$ cat src/rtl/spi_seq_pkg.sv
// rtl/spi_seq_pkg.sv - shared state encoding, default parameters and clog2 for the SPI sequencer
package spi_seq_pkg;

  localparam int DEF_WIDTH   = 8;
  localparam int DEF_DEPTH   = 4;
  localparam int DEF_GAP     = 2;
  localparam int DEF_TIMEOUT = 64;

  typedef enum logic [1:0] {
    S_IDLE,
    S_START,
    S_WAIT,
    S_GAP
  } state_t;

  function automatic int clog2(input int n);
    int r;
    r = 0;
    while ((1 << r) < n) r++;
    return r;
  endfunction

endpackage

$ cat src/rtl/spi_seq_fifo.sv
// rtl/spi_seq_fifo.sv - synchronous first-word-fall-through FIFO with full/empty/level
module spi_seq_fifo
  import spi_seq_pkg::*;
#(
  parameter  int WIDTH = DEF_WIDTH,
  parameter  int DEPTH = DEF_DEPTH,
  localparam int AW    = clog2(DEPTH),
  localparam int CW    = AW + 1
) (
  input  logic             clk,
  input  logic             reset,
  input  logic             push,
  input  logic [WIDTH-1:0] push_data,
  input  logic             pop,
  output logic [WIDTH-1:0] pop_data,
  output logic             full,
  output logic             empty,
  output logic [CW-1:0]    level
);

  logic [WIDTH-1:0] mem [DEPTH];
  logic [AW-1:0]    wr_ptr;
  logic [AW-1:0]    rd_ptr;
  logic [CW-1:0]    count;
  logic             do_push;
  logic             do_pop;

  // A full FIFO refuses a push even when a pop frees a slot in the same cycle.
  assign do_push = push && !full;
  assign do_pop  = pop && !empty;

  always_ff @(posedge clk or posedge reset) begin
    if (reset) begin
      wr_ptr <= '0;
      rd_ptr <= '0;
      count  <= '0;
    end else begin
      if (do_push) wr_ptr <= wr_ptr + AW'(1);
      if (do_pop)  rd_ptr <= rd_ptr + AW'(1);
      case ({do_push, do_pop})
        2'b10:   count <= count + CW'(1);
        2'b01:   count <= count - CW'(1);
        default: count <= count;
      endcase
    end
  end

  always_ff @(posedge clk) begin
    if (do_push) mem[wr_ptr] <= push_data;
  end

  assign full     = (count == CW'(DEPTH));
  assign empty    = (count == '0);
  assign level    = count;
  assign pop_data = empty ? '0 : mem[rd_ptr];

endmodule

$ cat src/rtl/spi_xfer_sequencer.sv
// rtl/spi_xfer_sequencer.sv - TX/RX word FIFOs around the SPI master; SPI_SEQ_TIMEOUT_EN adds a WAIT watchdog
module spi_xfer_sequencer
  import spi_seq_pkg::*;
#(
  parameter  int WIDTH   = DEF_WIDTH,
  parameter  int DEPTH   = DEF_DEPTH,
  parameter  int GAP     = DEF_GAP,
  parameter  int TIMEOUT = DEF_TIMEOUT,
  localparam int LW      = clog2(DEPTH) + 1
) (
  input  logic             clk,
  input  logic             reset,
  input  logic             tx_valid,
  output logic             tx_ready,
  input  logic [WIDTH-1:0] tx_data,
  output logic             rx_valid,
  input  logic             rx_ready,
  output logic [WIDTH-1:0] rx_data,
  output logic [LW-1:0]    tx_level,
  output logic             busy,
  output logic             err,
  output logic             spi_start,
  output logic [WIDTH-1:0] spi_tx_data,
  input  logic [WIDTH-1:0] spi_rx_data,
  input  logic             spi_done
);

  localparam int GW = clog2(GAP + 2);

  state_t           state, state_n;
  logic [GW-1:0]    gap_cnt, gap_n;
  logic             tx_full, tx_empty, tx_pop;
  logic [WIDTH-1:0] tx_head;
  logic             rx_empty, rx_push, rx_full_unused;
  logic [LW-1:0]    rx_level;

  spi_seq_fifo #(.WIDTH(WIDTH), .DEPTH(DEPTH)) u_tx_fifo (
    .clk       (clk),
    .reset     (reset),
    .push      (tx_valid),
    .push_data (tx_data),
    .pop       (tx_pop),
    .pop_data  (tx_head),
    .full      (tx_full),
    .empty     (tx_empty),
    .level     (tx_level)
  );

  spi_seq_fifo #(.WIDTH(WIDTH), .DEPTH(DEPTH)) u_rx_fifo (
    .clk       (clk),
    .reset     (reset),
    .push      (rx_push),
    .push_data (spi_rx_data),
    .pop       (rx_ready),
    .pop_data  (rx_data),
    .full      (rx_full_unused),
    .empty     (rx_empty),
    .level     (rx_level)
  );

  assign tx_ready = !tx_full;
  assign rx_valid = !rx_empty;
  assign busy     = (state != S_IDLE) || !tx_empty;

`ifdef SPI_SEQ_TIMEOUT_EN
  localparam int TW = clog2(TIMEOUT + 1);
  logic [TW-1:0] wait_cnt;
  logic          err_q;
  logic          timed_out;

  always_ff @(posedge clk or posedge reset) begin
    if (reset) begin
      wait_cnt <= '0;
      err_q    <= 1'b0;
    end else begin
      wait_cnt <= (state == S_WAIT) ? wait_cnt + TW'(1) : '0;
      if (timed_out) err_q <= 1'b1;
    end
  end

  assign err = err_q;
`else
  localparam int timeout_unused = TIMEOUT;
  assign err = 1'b0;
`endif

  always_comb begin
    state_n = state;
    gap_n   = gap_cnt;
    tx_pop  = 1'b0;
    rx_push = 1'b0;
`ifdef SPI_SEQ_TIMEOUT_EN
    timed_out = 1'b0;
`endif
    case (state)
      // Launch only with an RX slot free; the one transfer in flight owns it.
      S_IDLE: begin
        if (!tx_empty && (rx_level < LW'(DEPTH))) begin
          tx_pop  = 1'b1;
          state_n = S_START;
        end
      end
      S_START: state_n = S_WAIT;
      S_WAIT: begin
        if (spi_done) begin
          rx_push = 1'b1;
          if (GAP == 0) begin
            state_n = S_IDLE;
          end else begin
            state_n = S_GAP;
            gap_n   = GW'(GAP - 1);
          end
        end
`ifdef SPI_SEQ_TIMEOUT_EN
        else if (wait_cnt == TW'(TIMEOUT - 1)) begin
          state_n   = S_IDLE;
          timed_out = 1'b1;
        end
`endif
      end
      S_GAP: begin
        if (gap_cnt == '0) state_n = S_IDLE;
        else               gap_n   = gap_cnt - GW'(1);
      end
      default: state_n = S_IDLE;
    endcase
  end

  always_ff @(posedge clk or posedge reset) begin
    if (reset) begin
      state       <= S_IDLE;
      gap_cnt     <= '0;
      spi_start   <= 1'b0;
      spi_tx_data <= '0;
    end else begin
      state     <= state_n;
      gap_cnt   <= gap_n;
      spi_start <= (state_n == S_START);
      if (tx_pop) spi_tx_data <= tx_head;
    end
  end

endmodule

$ cat config.mk
export PLATFORM = sky130hd
export DESIGN_NAME = spi_xfer_sequencer
export DESIGN_NICKNAME = d
export VERILOG_FILES = /design/src/rtl/spi_seq_pkg.sv /design/src/rtl/spi_seq_fifo.sv /design/src/rtl/spi_xfer_sequencer.sv
export SDC_FILE = /design/constraint.sdc
export NUM_CORES = 1
export LEC_CHECK = 0
export CAP_MARGIN = 20
export CORE_MARGIN = 8
export CORE_UTILIZATION = 50
export DETAILED_ROUTE_END_ITERATION = 16
export GPL_TIMING_DRIVEN = 0
export PLACE_DENSITY_LB_ADDON = 0.1
export SLEW_MARGIN = 20
export SYNTH_ARGS = -nofsm -noshare
export SYNTH_HDL_FRONTEND = slang
export SYNTH_HIERARCHICAL = 1
export SYNTH_SLANG_ARGS = --single-unit
$ cat constraint.sdc
create_clock -name clk -period 3.4 [get_ports clk]
set_input_delay 0.51 -clock clk [delete_from_list [all_inputs] [get_ports clk]]
set_output_delay 0.51 -clock clk [all_outputs]
set_load 0.005 [all_outputs]
==> metrics.txt, run 1 <==
leakage power 1.73 nW; Routed Antenna Nets 0; Clock Pin Slew Worst Setup and Hold Paths 0.09 ns; minimum clock period 3.10 ns; # nets final 316; cells after synthesis 228; htree depth 3; Die Span Y 104 µm; number of fill cells 566; Slew @ Worst Pin 0.900 ns; Yosys Warn Count 6; hold_buf cts 0; crit path DAT 3.36 ns; vias per inst 4.99; Storage cell area 2600 µm²; Remaining Overflow, GRT 0; IO Count 45; Routability Congestion 0.722; area added between synthesis and finish 18.8%; final wirelength 6.34 mm; post-CTS sizing 0; skew final 0.0102 ns; Syn Area/Cell 17.1 µm²; Avg WL per Cell 16.3 µm; Achievable Freq 323 MHz; worst-skew pair later-pin latency 0.34 ns; pin count of the biggest net entering global routing 17; RSZ-0062 raised after global routing no; antenna diode count 0; setup tns final 0 ns; fin. max-slew vios 0; share of the synthesized area in the top cell type 0.492; area of the multi-input gates 1160 µm²; Core Util, Final 0.607; syn_nets 262; non-filler cells, final 389; CTS buffer count 9; worst vdd ir 0.435 mV; fin crit share 0.910; Mapped Area 3910 µm²; critical path peak fanout 11; first-pass GRT wire length 10.8 mm; core area 7650 µm²; Num Clock Sinks 91; layout cells sized above 1 0.216; Die X 104 µm; P per Cell Area 803 nW/µm²; final setup fails 0; Post-DP HPWL 4.44 mm; TritonCTS clock tree built; Synth area leader edfxtp_1; # port buffers 43; first-pass iteration count of the detailed router 4; DR vias 1943; sequential cell area fraction in the yosys report 0.665; starting density of the core 0.511; largest cells by area after synthesis edfxtp_1 (49%), dfrtp_1 (17%), mux4_2 (9.2%); DRT iter0 DRCs 50; Max Root-Sink Buffers 2; final hold vios 0; worst rel slew slack 0.395; Yosys cell types 32; startpoint types flip-flop; Worst Path Required 3.67 ns; vias in the first global route 2173; die area 10900 µm²; initial antenna violation count 0; critical path class reg2reg; placed cells 373; crit path capture type flip-flop; Root Buffer clkbuf_8; all-layer global routing usage 0.127; max-cap viol count 0; Hold WC Path Type in2async; row count 32; status finished clean; Residual DRC 0; #FFs+latches synth 91; Post-CTS Setup Repair Bufs 0
sequential cells by signal, summed over array words and instances (netlist names):
name              count
gap_cnt               2
spi_start             1
spi_tx_data           8
state                 2
u_rx_fifo/level       3
u_rx_fifo/mem        32
u_rx_fifo/rd_ptr      2
u_rx_fifo/wr_ptr      2
u_tx_fifo/level       3
u_tx_fifo/mem        32
u_tx_fifo/rd_ptr      2
u_tx_fifo/wr_ptr      2
synth_stat cells (all sizes together):
| cell type | n |
|---|---|
| a22oi | 1 |
| nor2b | 2 |
| nor3b | 3 |
| mux4 | 16 |
| a22o | 1 |
| nand2b | 2 |
| conb | 1 |
| nor2 | 4 |
| ha | 11 |
| buf | 6 |
| nor4 | 2 |
| or3 | 2 |
| mux2 | 10 |
| nand2 | 2 |
| xnor2 | 6 |
| fa | 2 |
| mux2i | 3 |
| a21o | 1 |
| edfxtp | 64 |
| and2 | 26 |
| and3 | 1 |
| dfrtp | 27 |
| xor2 | 6 |
| o21ai | 3 |
| inv | 22 |
| clkbuf | 2 |
| nand3 | 2 |
final cells by class:
cell class | instances | area share
plain buffers | 8 | 0.0146
clock buffers | 9 | 0.0267
clock inverters | 7 | 0.0113
inverters | 22 | 0.0178
well taps | 102 | 0.0275
multi-input cells | 107 | 0.250
flip-flops and latches | 91 | 0.560
repair buffers | 43 | 0.0927
through the flow:
stage,area (µm²),total power (W),setup slack (ns),hold WS (ns)
final,4640,0.00373,0.305,0.469
after global routing,4640,0.00401,0.0541,0.491
after CTS,4640,0.00380,0.212,0.466
after detailed placement,4460,0.00316,0.265,0.497
after global placement,4460,0.00312,0.296,0.489
after floorplan,3910,0.00260,0.807,0.313
layout by cell type, fill, tap and decap left out, drive strengths merged, types with 4 or more instances in the layout:
master / n
ha: 11
xor2: 6
xnor2: 6
inv: 23
edfxtp: 64
and2: 26
clkbuf: 11
nor2: 4
clkdlybuf4s50: 43
mux2: 10
buf: 6
dfrtp: 27
clkinvlp: 4
mux4: 16
report_power, final:
part	internal [W]	switching, W
sequential	0.00149	0.000144
combinational	0.000847	0.000613
clock	0.000268	0.000372
cells by family (layout without fill, tap and decap cells):
logic type / Yosys count / after routing / share of synthesized area
fa+ha+maj: 13 / 13 / 0.0455
other cells: 1 / 1 / 0.000960
compound gates: 6 / 6 / 0.0103
simple gates: 46 / 46 / 0.0842
xor+xnor: 12 / 12 / 0.0269
mux: 29 / 29 / 0.129
buf+inv: 30 / 89 / 0.0384
flops: 91 / 91 / 0.665
layer usage:
layer  global-route usage  part of all wire  vias up
li1                     -                 -      924
met1                0.164              0.46      980
met2                0.195              0.48       33
met3               0.0341             0.044        6
met4               0.0620             0.013        0
met5                    0                 0        -
final timing paths:
| kind | slack, ns | from | cells after the start | endpoint |
|---|---|---|---|---|
| setup reg to reg | 0.30 | u_tx_fifo/level[0] | 11 | u_tx_fifo/level[2] |
| min in group clk | 0.51 | spi_tx_data[0] | 1 | spi_tx_data[0] |
| max in group asynchronous | 2.40 | reset | 2 | spi_tx_data[7] |
| hold / removal | 0.47 | reset | 2 | u_rx_fifo/level[0] |
| hold reg to reg | 0.51 | spi_tx_data[0] | 1 | spi_tx_data[0] |
| setup / recovery | 0.30 | u_tx_fifo/level[0] | 11 | u_tx_fifo/level[2] |
critical path: stages (launching register included):
cell and delay (ns):
dfrtp_1 0.46, or3_4 0.17, buf_6 0.14, inv_1 0.10
nor4_4 0.82, and2_4 0.30, ha_1 0.18, inv_1 0.06
fa_1 0.37, xor2_1 0.15, nor2_1 0.12, xor2_1 0.15
No activity file was read; power rests on OpenSTA's default activity.
==> run 2: changes to the inputs <==
- CORE_MARGIN: 8 -> not set
- MAX_ROUTING_LAYER: not set -> met4
==> run 2 against run 1 <==
Net effect: non-clock buffer count is the same; clock skew grew 0.0020 ns; utilization grew 2.2 points; via count shrank 1.5%; hold slack lost 0.027 ns; global-route usage grew 4.3 points; power grew 1.8%; routed wire length shrank 4.5%; flip-flop and latch count is the same; critical path depth is the same; maximum frequency grew 3.6%; register-to-register slack gained 0.11 ns; critical path type unchanged; critical endpoint unchanged.
==> metrics.txt, run 2 (synthesis gave the netlist of run 1 again) <==
worst rel slew slack 0.464 (+0.0689); # port buffers 43 (unchanged); Critical R2R Launch u_tx_fifo/level[0]; Sw Share 0.292 (-0.0111); Num Clock Sinks 91 (unchanged); fin crit share 0.879 (-0.0312); Die Span Y 90.4 µm (-13%); Slew @ Worst Pin 0.798 ns (-0.103 ns); Worst Path Required 3.68 ns (about the same); all-layer global routing usage 0.170 (+0.0430); setup tns final 0 ns (unchanged); RSZ-0062 raised after global routing no; worst reg2reg path endpoint u_tx_fifo/level[2]; commonest cells after routing, fill and taps aside edfxtp_1 (64), clkdlybuf4s50_1 (43), dfrtp_1 (27), and2_1 (24), inv_1 (22); minimum clock period 2.99 ns (-0.106 ns); r2r setup slk 0.41 ns (+0.11 ns); max-cap viol count 0 (unchanged); skew final 0.0123 ns (+0.00204 ns); Post-DP HPWL 4.18 mm (-6.0%); startpoint types flip-flop; DR vias 1914 (-1.5%); Routability Congestion 0.693 (-4.0%); core area 7410 µm² (-3.1%); Int Pwr 0.00269 W (+3.4%); Die X 90.4 µm (-13%); starting density of the core 0.527 (+0.0165); Seq pwr share 0.431 (-0.006); crit path DAT 3.27 ns (-0.09 ns); # nets final 316 (unchanged); Clock Pin Slew Worst Setup and Hold Paths 0.09 ns (about the same); worst-skew pair later-pin latency 0.35 ns (about the same); worst vdd ir 0.388 mV (-11%); DRT iter0 DRCs 52 (+4.0%); leakage power 1.75 nW (+0.97%); placed cells 370 (-0.80%); pin count of the biggest net entering global routing 16 (-1); Largest regs u_rx_fifo/mem: 32 flops, u_tx_fifo/mem: 32 flops, spi_tx_data: 8 flops; crit path capture type flip-flop; vias per inst 4.96 (-0.73%); hold_buf cts 0 (unchanged); final wirelength 6.05 mm (-4.5%); Routed Antenna Nets 0 (unchanged); P per Cell Area 815 nW/µm² (+1.5%); final hold vios 0 (unchanged); clock group share of total power 0.189 (+0.018); row count 31 (-3.1%); Hold WC Path Type in2async; layout cells sized above 1 0.206 (-0.0105); first-pass GRT wire length 9.98 mm (-8.0%); area added between synthesis and finish 19.2%; commonest non-fill, non-tap cell in the layout edfxtp_1; critical path class reg2reg; non-filler cells, final 386 (-0.77%); NetSw 0.00111 W (-1.9%); reg2reg path depth 11 (unchanged); vias in the first global route 2004 (-7.8%); number of fill cells 568 (+0.35%); Avg WL per Cell 15.7 µm (-3.8%); TritonCTS clock tree built; Achievable Freq 335 MHz (+3.6%); Max Root-Sink Buffers 2 (unchanged); die area 8170 µm² (-25%); Remaining Overflow, GRT 0 (unchanged); antenna diode count 0 (unchanged); htree depth 3 (unchanged); initial antenna violation count 0 (unchanged); Comb power frac 0.380 (-0.011); final setup fails 0 (unchanged); first-pass iteration count of the detailed router 4 (unchanged); critical path peak fanout 11 (unchanged); status finished clean; fin. max-slew vios 0 (unchanged); Post-CTS Setup Repair Bufs 0 (unchanged); Root Buffer clkbuf_8; post-CTS sizing 0 (unchanged); Residual DRC 0 (unchanged); CTS buffer count 9 (unchanged); IO Count 45 (unchanged)
==> run 2: worst max path at each step <==
stage | start | endpoint | slack, ns | cells after the start
2_1_floorplan | u_tx_fifo/level[0] | u_tx_fifo/level[2] | 0.81 | 11
3_3_place_gp | u_tx_fifo/level[0] | u_tx_fifo/level[2] | 0.42 | 11
3_5_place_dp | u_tx_fifo/level[0] | u_tx_fifo/level[2] | 0.40 | 11
4_1_cts | u_tx_fifo/level[0] | u_tx_fifo/level[2] | 0.36 | 11
5_1_grt | u_tx_fifo/level[0] | u_tx_fifo/level[2] | 0.21 | 11
6_report | u_tx_fifo/level[0] | u_tx_fifo/level[2] | 0.41 | 11
==> run 2: power by group through the flow <==
stage	Sequential [W]	Clock [W]	Combinational, W
after floorplan	0.00163	0	0.000966
after global placement	0.00165	0	0.00144
after detailed placement	0.00166	0	0.00147
after CTS	0.00164	0.000734	0.00148
after global routing	0.00167	0.000781	0.00160
final	0.00164	0.000718	0.00144
==> run 2: critical path, stage by stage (launching register included) <==
cell,delay (ns)
dfrtp_1,0.45
or3_4,0.17
buf_6,0.13
inv_1,0.09
nor4_4,0.74
and2_4,0.29
ha_1,0.18
inv_1,0.06
fa_1,0.37
xor2_1,0.15
nor2_1,0.13
xor2_1,0.15
==> run 2: stage by stage <==
stage | hold slack [ns] | power [W] | cell area (µm²) | util | setup slack [ns]
3_5_place_dp | 0.495 | 0.00314 | 4460 | 0.602 | 0.399
5_1_grt | 0.468 | 0.00405 | 4660 | 0.628 | 0.212
6_report | 0.442 | 0.00380 | 4660 | 0.628 | 0.411
4_1_cts | 0.449 | 0.00385 | 4660 | 0.628 | 0.364
2_1_floorplan | 0.313 | 0.00260 | 3910 | - | 0.807
3_3_place_gp | 0.489 | 0.00309 | 4460 | 0.602 | 0.424
==> run 2: layer usage <==
layer | wire length (µm) | global-route usage | share of wire | vias up
met2 | 3050 | 0.269 | 0.50 | 36
met3 | 206 | 0.0438 | 0.034 | 6
met5 | 0 | - | 0 | -
met4 | 63 | 0.0605 | 0.010 | 0
met1 | 2730 | 0.215 | 0.45 | 949
li1 | - | - | - | 923
==> run 2: layout make-up <==
class                      instances  area [µm²]  share of cell area
multi-input combinational        107        1160               0.249
clock inverter                     5        53.8              0.0116
timing repair buffer              43         430              0.0924
inverter                          22        82.6              0.0177
clock buffer                      11         141              0.0304
sequential                        91        2600               0.558
tap                               99         124              0.0266
buffer                             8        67.6              0.0145
==> run 3: changes to the inputs <==
- CAP_MARGIN: 20 -> not set
- SLEW_MARGIN: 20 -> not set
==> results of run 3 <==
The final DEF is identical to that of run 2; final timing and power are the same.
